[config.mk]
export PLATFORM = sky130hd
export DESIGN_NAME = inst_encoder_flat
export DESIGN_NICKNAME = d
export VERILOG_FILES = /design/src/rtl/inst_encoder_if.sv /design/src/rtl/inst_encoder.sv /design/src/flat_wrapper.sv
export SDC_FILE = /design/constraint.sdc
export NUM_CORES = 1
export LEC_CHECK = 0
export BUFFER_PORTS_ARGS = -buffer_cell sky130_fd_sc_hd__buf_2
export CAP_MARGIN = 0
export CORE_AREA = 2 2 139 141
export DETAILED_ROUTE_END_ITERATION = 7
export DIE_AREA = 0 0 141 143
export PLACE_DENSITY = 0.57
export REMOVE_ABC_BUFFERS = 1
export SLEW_MARGIN = 5
export SYNTH_ARGS = -nofsm -noshare
export SYNTH_HDL_FRONTEND = slang
export SYNTH_SLANG_ARGS = --single-unit
export TNS_END_PERCENT = 30
[constraint.sdc]
create_clock -name clk -period 3.1 [get_ports clk]
set_input_delay 0.31 -clock clk [delete_from_list [all_inputs] [get_ports clk]]
set_output_delay 0.31 -clock clk [all_outputs]
set_load 0.05 [all_outputs]
[src/rtl/inst_encoder_if.sv]
// Handshake/field bundle for inst_encoder: slave is the encoder's view, master the producer/consumer view.
interface inst_encoder_if #(
  parameter int ADDR_W = 32
);
  logic              in_valid;
  logic              in_ready;
  logic [6:0]        opcode;
  logic [4:0]        rd;
  logic [4:0]        rs1;
  logic [4:0]        rs2;
  logic [2:0]        funct3;
  logic [6:0]        funct7;
  logic [31:0]       imm;
  logic              out_valid;
  logic              out_ready;
  logic [31:0]       out_inst;
  logic [ADDR_W-1:0] out_addr;
  logic              out_illegal;
  logic              out_err;

  modport slave (
    input  in_valid, opcode, rd, rs1, rs2, funct3, funct7, imm, out_ready,
    output in_ready, out_valid, out_inst, out_addr, out_illegal, out_err
  );

  modport master (
    output in_valid, opcode, rd, rs1, rs2, funct3, funct7, imm, out_ready,
    input  in_ready, out_valid, out_inst, out_addr, out_illegal, out_err
  );
endinterface

[src/rtl/inst_encoder.sv]
// RV32I field packer with word-address tagging; INST_ENCODER_RANGE_CHECK_EN enables immediate range/alignment flags.
// Latency 1 cycle through a register stage; a one-entry skid absorbs the word arriving during a stall.
// Backpressure: in_ready is low only while the skid holds a word; out_* hold stable until taken.
module inst_encoder #(
  parameter int                ADDR_W    = 32,
  parameter logic [ADDR_W-1:0] BASE_ADDR = '0
) (
  input logic           clk,
  input logic           rst,
  input logic           restart,
  inst_encoder_if.slave bus
);

  typedef struct packed {
    logic [31:0] inst;
    logic        illegal;
    logic        err;
  } enc_t;

  typedef enum logic [2:0] {F_R, F_I, F_S, F_B, F_U, F_J, F_BAD} fmt_t;

  logic [6:0]  op;
  logic [4:0]  rd;
  logic [4:0]  rs1;
  logic [4:0]  rs2;
  logic [2:0]  f3;
  logic [6:0]  f7;
  logic [31:0] imm;

  assign op  = bus.opcode;
  assign rd  = bus.rd;
  assign rs1 = bus.rs1;
  assign rs2 = bus.rs2;
  assign f3  = bus.funct3;
  assign f7  = bus.funct7;
  assign imm = bus.imm;

  fmt_t fmt;
  enc_t enc;

  always_comb begin
    fmt         = F_BAD;
    enc.inst    = 32'h0000_0013;
    enc.illegal = 1'b0;
    enc.err     = 1'b0;
    case (op)
      7'b0110111, 7'b0010111: begin
        fmt      = F_U;
        enc.inst = {imm[31:12], rd, op};
      end
      7'b1101111: begin
        fmt      = F_J;
        enc.inst = {imm[20], imm[10:1], imm[11], imm[19:12], rd, op};
      end
      7'b1100111, 7'b0000011, 7'b0010011: begin
        fmt      = F_I;
        enc.inst = {imm[11:0], rs1, f3, rd, op};
      end
      7'b0100011: begin
        fmt      = F_S;
        enc.inst = {imm[11:5], rs2, rs1, f3, imm[4:0], op};
      end
      7'b1100011: begin
        fmt      = F_B;
        enc.inst = {imm[12], imm[10:5], rs2, rs1, f3, imm[4:1], imm[11], op};
      end
      7'b0110011: begin
        fmt      = F_R;
        enc.inst = {f7, rs2, rs1, f3, rd, op};
      end
      default: enc.illegal = 1'b1;
    endcase
`ifdef INST_ENCODER_RANGE_CHECK_EN
    // An immediate fits its field when every bit above the field's sign bit copies it.
    case (fmt)
      F_I, F_S: enc.err = !(&imm[31:11] || !(|imm[31:11]));
      F_B:      enc.err = !(&imm[31:12] || !(|imm[31:12])) || imm[0];
      F_J:      enc.err = !(&imm[31:20] || !(|imm[31:20])) || imm[0];
      F_U:      enc.err = |imm[11:0];
      default:  enc.err = 1'b0;
    endcase
`else
    enc.err = 1'b0;
`endif
  end

  logic              out_vld_q;
  enc_t              out_q;
  logic [ADDR_W-1:0] addr_q;
  logic              skid_vld;
  enc_t              skid;
  logic [ADDR_W-1:0] cnt;
  logic [ADDR_W-1:0] cnt_cur;
  logic              take;
  logic              out_free;
  logic              load;

  assign take     = bus.in_valid && !skid_vld;
  assign out_free = !out_vld_q || bus.out_ready;
  assign load     = out_free && (skid_vld || take);
  // restart applies to the word entering on the same edge.
  assign cnt_cur  = restart ? BASE_ADDR : cnt;

  always_ff @(posedge clk) begin
    if (rst) begin
      out_vld_q <= 1'b0;
      out_q     <= '0;
      addr_q    <= BASE_ADDR;
      skid_vld  <= 1'b0;
      skid      <= '0;
      cnt       <= BASE_ADDR;
    end else begin
      if (out_free) begin
        out_vld_q <= skid_vld || take;
        if (skid_vld) begin
          out_q    <= skid;
          skid_vld <= 1'b0;
        end else if (take) begin
          out_q <= enc;
        end
      end else if (take) begin
        skid     <= enc;
        skid_vld <= 1'b1;
      end
      if (load) begin
        addr_q <= cnt_cur;
        cnt    <= cnt_cur + ADDR_W'(4);
      end else if (restart) begin
        cnt <= BASE_ADDR;
      end
    end
  end

  assign bus.in_ready    = !skid_vld;
  assign bus.out_valid   = out_vld_q;
  assign bus.out_inst    = out_q.inst;
  assign bus.out_illegal = out_q.illegal;
  assign bus.out_err     = out_q.err;
  assign bus.out_addr    = addr_q;

endmodule

[src/flat_wrapper.sv]
// flat-port wrapper written by rule: the top's interface ports become plain ports
module inst_encoder_flat 
#(
  parameter int                ADDR_W    = 32,
  parameter logic [ADDR_W-1:0] BASE_ADDR = '0
)
  (clk, rst, restart, bus_in_valid, bus_opcode, bus_rd, bus_rs1, bus_rs2, bus_funct3, bus_funct7, bus_imm, bus_out_ready, bus_in_ready, bus_out_valid, bus_out_inst, bus_out_addr, bus_out_illegal, bus_out_err);
  inst_encoder_if #(.ADDR_W(ADDR_W)) bus_i ();
  input logic clk;
  input logic rst;
  input logic restart;
  input wire logic [$bits(bus_i.in_valid)-1:0] bus_in_valid;
  input wire logic [$bits(bus_i.opcode)-1:0] bus_opcode;
  input wire logic [$bits(bus_i.rd)-1:0] bus_rd;
  input wire logic [$bits(bus_i.rs1)-1:0] bus_rs1;
  input wire logic [$bits(bus_i.rs2)-1:0] bus_rs2;
  input wire logic [$bits(bus_i.funct3)-1:0] bus_funct3;
  input wire logic [$bits(bus_i.funct7)-1:0] bus_funct7;
  input wire logic [$bits(bus_i.imm)-1:0] bus_imm;
  input wire logic [$bits(bus_i.out_ready)-1:0] bus_out_ready;
  output wire logic [$bits(bus_i.in_ready)-1:0] bus_in_ready;
  output wire logic [$bits(bus_i.out_valid)-1:0] bus_out_valid;
  output wire logic [$bits(bus_i.out_inst)-1:0] bus_out_inst;
  output wire logic [$bits(bus_i.out_addr)-1:0] bus_out_addr;
  output wire logic [$bits(bus_i.out_illegal)-1:0] bus_out_illegal;
  output wire logic [$bits(bus_i.out_err)-1:0] bus_out_err;
  assign bus_i.in_valid = bus_in_valid;
  assign bus_i.opcode = bus_opcode;
  assign bus_i.rd = bus_rd;
  assign bus_i.rs1 = bus_rs1;
  assign bus_i.rs2 = bus_rs2;
  assign bus_i.funct3 = bus_funct3;
  assign bus_i.funct7 = bus_funct7;
  assign bus_i.imm = bus_imm;
  assign bus_i.out_ready = bus_out_ready;
  assign bus_in_ready = bus_i.in_ready;
  assign bus_out_valid = bus_i.out_valid;
  assign bus_out_inst = bus_i.out_inst;
  assign bus_out_addr = bus_i.out_addr;
  assign bus_out_illegal = bus_i.out_illegal;
  assign bus_out_err = bus_i.out_err;
  inst_encoder #(.ADDR_W(ADDR_W), .BASE_ADDR(BASE_ADDR)) u_core (.clk(clk), .rst(rst), .restart(restart), .bus(bus_i));
endmodule
Word level (Yosys, flattened, before mapping)

Index checks and enable logic that the tools add are counted.

Bits in registers: 133
Word-level logic and storage cells: 39

Bitwise gates (word level): 1
Reductions and logical operators: 13
Mux-type cells: 6
Add/sub/neg operators: 1
Eq/ne operators: 9

Operators with widths:

| operator                                             | number |
|---|---|
| case mux 32 bit (6 select lines)                     | 1 |
| two-way mux 34 bit                                   | 2 |
| two-way mux 32 bit                                   | 2 |
| adder 32 x 3 -> 32 bit (second input constant)       | 1 |
| equality test 7 x 6 -> 1 bit (second input constant) | 3 |
| equality test 7 bit (second input constant)          | 3 |
| equality test 7 x 5 -> 1 bit (second input constant) | 2 |
| OR reduction 9 bit                                   | 1 |
| equality test 7 x 2 -> 1 bit (second input constant) | 1 |
| AND reduction 2 bit                                  | 2 |
| OR reduction 2 bit                                   | 2 |
| OR reduction 3 bit                                   | 1 |
| logical AND 1 bit                                    | 2 |
| zero test 1 bit                                      | 2 |
| logical OR 1 bit                                     | 2 |
| nonzero test 2 bit                                   | 1 |
| two-way mux 1 bit                                    | 1 |
| NOT 1 bit                                            | 1 |

Logic depth before layout (Yosys ltp)

Gate-level depths: netlist of the first run.

Word-level depth: 5
Gate-level depth with buffers: 9
Depth with buffers taken out: 7

Least setup slack after synthesis of the first run

Ideal clock, no wire load.

Kind: input to register
From: input port restart
To: register u_core.cnt[30]
Arrival: 2278 ps
Library setup time: 70 ps
Stages: 9
Path buffers: 2
Setup slack: 751 ps
Required time: 3030 ps
Path through: clkbuf_1 > clkbuf_1 > nor2b_1 > ha_1 > nand4b_1 > nor4_4 > nand4b_2 > or3_1 > a21oi_1

Longest elaborated chain between the ends: 3

Ends and longest elaborated chain:

| what                   | line                | RTL |
|---|---|---|
| start: declaration     | flat_wrapper.sv:11  | `input logic restart;` |
| two-way mux 32 bit     | inst_encoder.sv:102 | `assign cnt_cur = restart ? BASE_ADDR : cnt;` |
| via u_core.cnt_cur[2]  | inst_encoder.sv:93  | `logic [ADDR_W-1:0] cnt_cur;` |
| adder 32 x 3 -> 32 bit | inst_encoder.sv:127 | `cnt <= cnt_cur + ADDR_W'(4);` |
| two-way mux 32 bit     | inst_encoder.sv:125 | `if (load) begin` |
| end signal: assignment | inst_encoder.sv:127 |  |
| end: declaration       | inst_encoder.sv:92  | `logic [ADDR_W-1:0] cnt;` |

The timed path passes the listed nets, and every way through them passes these cells.
A chain may end at the register's enable or synchronous reset.

Worst setup path after layout of the first run

From: register u_core.skid_vld
To: register u_core.out_q, in the netlist u_core.bus.out_inst[11]

Longest elaborated chain between the ends: 4

Ends and longest elaborated chain:

| what                                 | line                | RTL |
|---|---|---|
| start: declaration                   | inst_encoder.sv:90  | `logic skid_vld;` |
| start signal: assignment             | inst_encoder.sv:109 | `skid_vld <= 1'b0;` |
| start signal: assignment             | inst_encoder.sv:117 | `skid_vld <= 1'b0;` |
| start signal: assignment             | inst_encoder.sv:123 | `skid_vld <= 1'b1;` |
| zero test 1 bit                      | inst_encoder.sv:98  | `assign take = bus.in_valid && !skid_vld;` |
| logical AND 1 bit                    | inst_encoder.sv:98  |  |
| nonzero test 2 bit (no source line)  | -                   |  |
| AND reduction 2 bit (no source line) | -                   |  |
| end signal: assignment               | inst_encoder.sv:116 | `out_q <= skid;` |
| end signal: assignment               | inst_encoder.sv:119 | `out_q <= enc;` |
| end: declaration                     | inst_encoder.sv:88  | `enc_t out_q;` |

Several ways; a longest one is shown, not always the timed one.

==> results of run 1 <==
==> worst min path at each step <==
| stage | cells past startpoint | endpoint | from | slack [ns] |
|---|---|---|---|---|
| 2_1_floorplan | 1 | u_core.bus.out_addr[0]$_SDFFE_PP0P_ | rst | 0.38 |
| 3_3_place_gp | 2 | u_core.bus.out_addr[29]$_SDFFE_PP0P_ | u_core.bus.out_addr[29]$_SDFFE_PP0P_ | 0.44 |
| 3_5_place_dp | 2 | u_core.bus.out_addr[27]$_SDFFE_PP0P_ | u_core.bus.out_addr[27]$_SDFFE_PP0P_ | 0.44 |
| 4_1_cts | 3 | u_core.bus.out_inst[21]$_SDFFE_PP0P_ | bus_imm[1] | 0.19 |
| 5_1_grt | 3 | u_core.bus.out_inst[21]$_SDFFE_PP0P_ | bus_imm[1] | 0.19 |
| 6_report | 3 | u_core.bus.out_inst[23]$_SDFFE_PP0P_ | bus_imm[3] | 0.21 |
==> state kept, by name, summed over array words and instances (netlist names) <==
register	count
u_core.skid_vld	1
u_core.bus.out_addr	32
u_core.skid	33
u_core.bus.out_illegal	1
u_core.bus.out_valid	1
u_core.cnt	32
u_core.bus.out_inst	32
==> logic make-up after synthesis <==
kind of cell             after synthesis
buffers and inverters                 62
AND/OR/NAND/NOR                      300
other                                  1
AO/OA/AOI/OAI                        184
XOR/XNOR                              23
flip-flops                           132
multiplexers                           5
adder cells (fa/ha/maj)                1
==> stage by stage <==
stage / hold WS, ns / util (%)
floorplan: 0.379 / -
global placement: 0.437 / 36.5
detailed placement: 0.442 / 36.5
CTS: 0.187 / 39.6
global route: 0.193 / 39.6
finish: 0.210 / 39.6
==> synthesized netlist by cell type, drive strengths merged, types with 3 or more instances <==
cell / n / area share, %
dfxtp: 132 / 45
nor2: 90 / 5.8
nand2: 89 / 5.7
a21oi: 60 / 5.1
clkbuf: 48 / 3.1
a211oi: 28 / 3.6
o21ai: 26 / 2.3
nand3b: 18 / 2.3
a22oi: 14 / 1.8
nor3: 14 / 1.2
nand4: 13 / 1.4
nor2b: 13 / 1.4
or3: 13 / 1.4
xor2: 13 / 1.9
a221oi: 12 / 1.8
buf: 11 / 0.87
nand3: 11 / 1.0
a311oi: 10 / 1.5
xnor2: 10 / 1.5
nand2b: 9 / 0.96
o32ai: 9 / 1.3
a222oi: 6 / 1.0
nand4b: 6 / 1.0
and3: 5 / 0.53
mux2i: 5 / 0.85
o21bai: 5 / 0.64
o22ai: 4 / 0.43
and2: 3 / 0.32
nor4: 3 / 0.83
or2: 3 / 0.32
==> metal layers <==
| layer | wire (um) | GRT usage (%) | part of all wire [%] | vias to the layer above |
|---|---|---|---|---|
| li1 | - | - | - | 2764 |
| met1 | 7860 | 21.6 | 47 | 2579 |
| met2 | 7990 | 27.8 | 47 | 180 |
| met3 | 957 | 4.56 | 5.7 | 7 |
| met4 | 65 | 3.84 | 0.39 | 0 |
| met5 | 0 | 0 | 0 | - |
==> critical path: cells and delay by family (launching register included) <==
family          cells  cell delay, ns
simple gates        2            0.72
buf+inv             1            0.49
compound gates      2            0.46
flops               1            0.41
==> cell type report <==
cell class,count,area (um^2)
repair buffers,150,803
fillers,1912,11200
clock buffers,23,478
inverters,3,11.3
diodes,1,2.50
well taps,234,293
clock inverters,8,101
multi-input cells,514,3020
flip-flops and latches,132,2640
==> power by group through the flow <==
stage	combinational, uW	clock (uW)	sequential, uW
5_1_grt	479	2100	1770
3_5_place_dp	444	0	1800
4_1_cts	444	2040	1770
6_report	440	1980	1770
2_1_floorplan	164	0	1900
3_3_place_gp	442	0	1800
==> reports/metrics.csv, run 1 <==
stage,metric,value,unit
clocking,worst_skew_pair.late_latency,0.41,ns
synth,synthAdderAreaFrac,0.213,%
place,dp.cells,1033,
global_routing,grt_max_degree,70,
global_routing,antenna_found_initial,1,
place,dpl_cell_area,6770,um^2
power_and_ir_drop,clkPwrFrac,47.3,%
critical_path,critPathSlowestCell,nor2_4,
power_and_ir_drop,comb_power_share,10.5,%
power_and_ir_drop,swShare,25.6,%
critical_path,cp-end-kind,flip-flop,
synth,ys_types,55,
critical_path,critical-path-max-stage-delay,0.57,ns
finish,drive_gt1_share,23.1,%
finish,fin_cells,1065,
power_and_ir_drop,p_leak,0.00275,uW
place,pre_cts_ws,0.840,ns
critical_path,ff2ff_path_depth,5,
timing,final-hold-violation-count,0,
routing,antenna_left,0,
synth,yosys.area_share.simple,25.6,%
floorplan,core_area,18600,um^2
power_and_ir_drop,p_switching,1070,uW
critical_path,worstReg2RegEnd,u_core.bus.out_inst[11]$_SDFFE_PP0P_,
timing,setup_viol,0,
synth,synth_mux_area_share,0.850,%
critical_path,crit_path_start,u_core.skid_vld$_SDFFE_PP0P_,
power_and_ir_drop,ir_worst_vdd,0.000386,V
routing,wire_per_inst,15.8,um
timing,slew_viol_final,0,
timing,setup_ws,0.890,ns
clocking,path_clk_slew,0.06,ns
routing,wirelength,16.9,mm
timing,fmax,452,MHz
routing,drcViolationCount,0,
place,routabilityCongestion,0.838,
floorplan,initial_core_util,31.7,%
floorplan,dieArea,20200,um^2
routing,num_vias,5530,
timing,finClkSkew,0.00705,ns
clocking,cts_resized,0,
critical_path,r2r-start,u_core.skid_vld$_SDFFE_PP0P_,
synth,yosys_warnings,0,
synth,synthArstFlopShare,0,%
flow_run,drv_cap,0,
finish,layout_common_cells,"134 x buf_2, 132 x dfxtp_1, 89 x nand2_1, 87 x nor2_1, 60 x a21oi_1",
hold_path,min_path_type,input pin to flip-flop,
clocking,cts_made_buffers,17,
timing,finalCriticalPeriod,2.21,ns
status,status,completed,
synth,synth-edff-count,0,
timing,rsz0062_at_grt,no,
finish,final_area,7350,um^2
critical_path,cp_max_fo,34,
clocking,cts_buffer_depth,2,
global_routing,grt_pass1_vias,5055,
synth,ys_seq_area_share,44.9,%
synth,synth_top_family_by_area,simple AND/OR/NAND/NOR gates,
power_and_ir_drop,seqPwrFrac,42.2,%
critical_path,crit_end,u_core.bus.out_inst[11]$_SDFFE_PP0P_,
global_routing,grt_first_pass_wirelength,26.6,mm
global_routing,grt.total_usage,16.7,%
clocking,tritoncts,built,
floorplan,dieHeight,143,um
global_routing,grt_overflow_total,0,
power_and_ir_drop,power_density,569,nW/um^2
critical_path,cp-start-kind,flip-flop,
timing,worst_pin_slew,0.995,ns
synth,synth_xor_area_share,3.42,%
floorplan,io_pins,137,
place,io_buffers,135,
timing,slew_headroom,33.5,%
routing,drt_iter0_drc,377,
place,hpwl,11.2,mm
critical_path,path_cells,nor2_2 > nor2_4 > buf_4 > o21ai_0 > a221oi_1,
synth,avgSynthCellArea,8.31,um^2
clocking,postCtsSetupRepairBufs,0,
clocking,h-tree-depth,4,
synth,synth_cells,708,
critical_path,crit_required,3.42,ns
routing,dr.pass1.iters,6,
floorplan,num_rows,50,
synth,netlist_area,5890,um^2
critical_path,crit_arrival,2.53,ns
timing,timing.setup.tns,0,ns
finish,syn2layout_area_growth,25.0,%
clocking,cts_hold_buf,0,
timing,period_share,71.3,%
finish,fin_nets,888,
synth,synth-seq-cells,132,
power_and_ir_drop,totalPowerFinal,4190,uW
routing,vias_per_cell,5.19,
synth,synthFlopType,dfxtp_1,
clocking,cts-root-buf,clkbuf_16,
clocking,clkSinkCount,132,
finish,mostFrequentLayoutCell,buf_2,
critical_path,rrSetupSlack,0.89,ns
floorplan,die_w,141,um
critical_path,critPathKind,flip-flop to flip-flop,
power_and_ir_drop,intPower,3110,uW
synth,synth_compound_gate_area_share,20.9,%
No activity file was read; power rests on OpenSTA's default activity.
==> run 2, diff against run 1 <==
- PLACE_DENSITY: 0.57 -> 0.58
- clock period: 3.1 -> 2 ns (I/O delays scaled with it)
==> reports/metrics.csv, run 2 (synthesis results as in run 1) <==
stage,metric,value,unit
clocking,cts_hold_buf,0,
timing,fmax,529,MHz
floorplan,io_pins,137,
timing,finClkSkew,0.00558,ns
routing,antenna_left,0,
clocking,worst_skew_pair.late_latency,0.41,ns
floorplan,initial_core_util,31.7,%
finish,fin_nets,908,
floorplan,dieArea,20200,um^2
global_routing,grtUsageMet1,22.5,%
routing,drcViolationCount,0,
timing,worst_pin_slew,0.983,ns
critical_path,crit_required,2.35,ns
power_and_ir_drop,p_leak,0.00291,uW
floorplan,die_w,141,um
clocking,cts-root-buf,clkbuf_16,
power_and_ir_drop,power_density,877,nW/um^2
critical_path,ff2ff_path_depth,7,
global_routing,grt_overflow_total,0,
timing,setup_viol,0,
status,status,completed,
clocking,tritoncts,built,
routing,wirelength,17.1,mm
clocking,postCtsSetupRepairBufs,0,
place,dp.cells,1053,
power_and_ir_drop,clkPwrFrac,48.0,%
place,routabilityCongestion,0.877,
finish,largest_register,u_core.skid,
timing,final-hold-violation-count,0,
critical_path,cp-end-kind,flip-flop,
critical_path,path_cells,nor2b_2 > ha_1 > nand4b_1 > nor4_4 > nand4b_4 > or3_1 > a21oi_1,
flow_run,drv_cap,0,
critical_path,cp_max_fo,6,
routing,drt_iter0_drc,375,
timing,rsz0062_at_grt,yes,
global_routing,grt.total_usage,17.4,%
critical_path,critPathKind,flip-flop to flip-flop,
floorplan,core_area,18600,um^2
power_and_ir_drop,seqPwrFrac,41.1,%
finish,fin_cells,1086,
power_and_ir_drop,ir_worst_vdd,0.000563,V
global_routing,grt_max_degree,61,
power_and_ir_drop,comb_power_share,10.9,%
timing,slew_headroom,34.2,%
power_and_ir_drop,intPower,4990,uW
finish,drive_gt1_share,25.3,%
critical_path,critical-path-max-stage-delay,0.40,ns
global_routing,grt_pass1_vias,5431,
place,hpwl,11.7,mm
timing,period_share,94.6,%
timing,timing.setup.tns,0,ns
global_routing,grt.busiest_layer,met2,
clocking,cts_made_buffers,17,
finish,mostFrequentLayoutCell,buf_2,
hold_path,min_path_type,input pin to flip-flop,
routing,dr.pass1.iters,5,
routing,vias_per_cell,5.21,
place,io_buffers,135,
floorplan,dieHeight,143,um
clocking,h-tree-depth,4,
routing,num_vias,5661,
finish,layout_common_cells,"134 x buf_2, 132 x dfxtp_1, 89 x nand2_1, 87 x nor2_1, 60 x a21oi_1",
clocking,cts_buffer_depth,2,
finish,fillers,1897,
routing,wire_per_inst,15.7,um
power_and_ir_drop,swShare,25.1,%
timing,slew_viol_final,0,
global_routing,grt_first_pass_wirelength,28.0,mm
global_routing,use_met2,28.4,%
floorplan,num_rows,50,
finish,largest_reg_flops,33,
clocking,clkSinkCount,132,
critical_path,crit_family,simple AND/OR/NAND/NOR gates,
global_routing,use_met3,5.03,%
critical_path,cp-start-kind,flip-flop,
critical_path,critPathBufInv,0,
global_routing,antenna_found_initial,1,
hold_path,min_path_cells,3,
timing,finalCriticalPeriod,1.89,ns
finish,syn2layout_area_growth,29.1,%
power_and_ir_drop,p_switching,1680,uW
critical_path,crit_arrival,2.24,ns
critical_path,critPathSlowestCell,or3_1,
clocking,path_clk_slew,0.06,ns
critical_path,critical_path_depth,7,
==> run 2: changes by cell type in the layout (fill, tap and decap cells not counted), sizes merged <==
| cell | change |
|---|---|
| buf | +20 |
| clkinv | +2 |
| clkinvlp | -2 |
| bufinv | +1 |
==> run 2: power by group through the flow <==
stage                     Sequential [uW]  Clock, uW  Combinational, uW
after global routing                 2750       3390                787
after detailed placement             2790          0                726
after global placement               2790          0                725
after CTS                            2740       3270                728
after floorplan                      2940          0                254
final                                2740       3200                726
==> run 2: area by class of cell <==
cell class	count	area, um^2	area share [%]
clock buffers	23	478	6.29
repair buffers	170	1000	13.2
diodes	1	2.50	0.0329
flip-flops and latches	132	2640	34.8
clock inverters	9	126	1.66
multi-input cells	514	3040	40.0
inverters	3	11.3	0.148
well taps	234	293	3.85
==> run 2: through the flow <==
stage	hold slack [ns]	setup WS [ns]	utilization, %	power (uW)	instance area, um^2
2_1_floorplan	0.269	-3.17	-	3190	5650
3_3_place_gp	0.438	0.0462	37.5	3520	6970
3_5_place_dp	0.440	0.0168	37.5	3520	6970
4_1_cts	0.0680	0.0855	40.8	6740	7580
5_1_grt	0.0977	-0.0523	40.9	6920	7600
6_report	0.0871	0.108	40.9	6660	7600
==> run 2: worst min-delay path, delay by kind of cell <==
| kind | cells | cell delay, ns |
|---|---|---|
| buffers and inverters | 1 | 0.11 |
| AO/OA/AOI/OAI | 1 | 0.08 |
| AND/OR/NAND/NOR | 1 | 0.07 |
==> run 2: per-layer routing <==
metal | vias to the layer above | wire [um]
li1 | 2819 | -
met4 | 0 | 137
met1 | 2653 | 8010
met5 | - | 0
met2 | 177 | 7940
met3 | 12 | 992
==> run 2: what timing repair did <==
item / 4_1_cts / 5_1_grt
setup endpoints to repair: 0 / 14
endpoints found under the hold margin: 0 / 0
resized for setup: 0 / 4
==> run 2: worst paths after layout <==
path | slack, ns | start | end
worst min-delay path | 0.09 | bus_imm[2] | u_core.bus.out_inst[22]$_SDFFE_PP0P_
worst min register to register | 0.44 | u_core.bus.out_addr[27]$_SDFFE_PP0P_ | u_core.bus.out_addr[27]$_SDFFE_PP0P_
worst max register to register | 0.11 | u_core.cnt[3]$_SDFF_PP0_ | u_core.cnt[30]$_SDFF_PP0_
worst max-delay path | 0.11 | u_core.cnt[3]$_SDFF_PP0_ | u_core.cnt[30]$_SDFF_PP0_
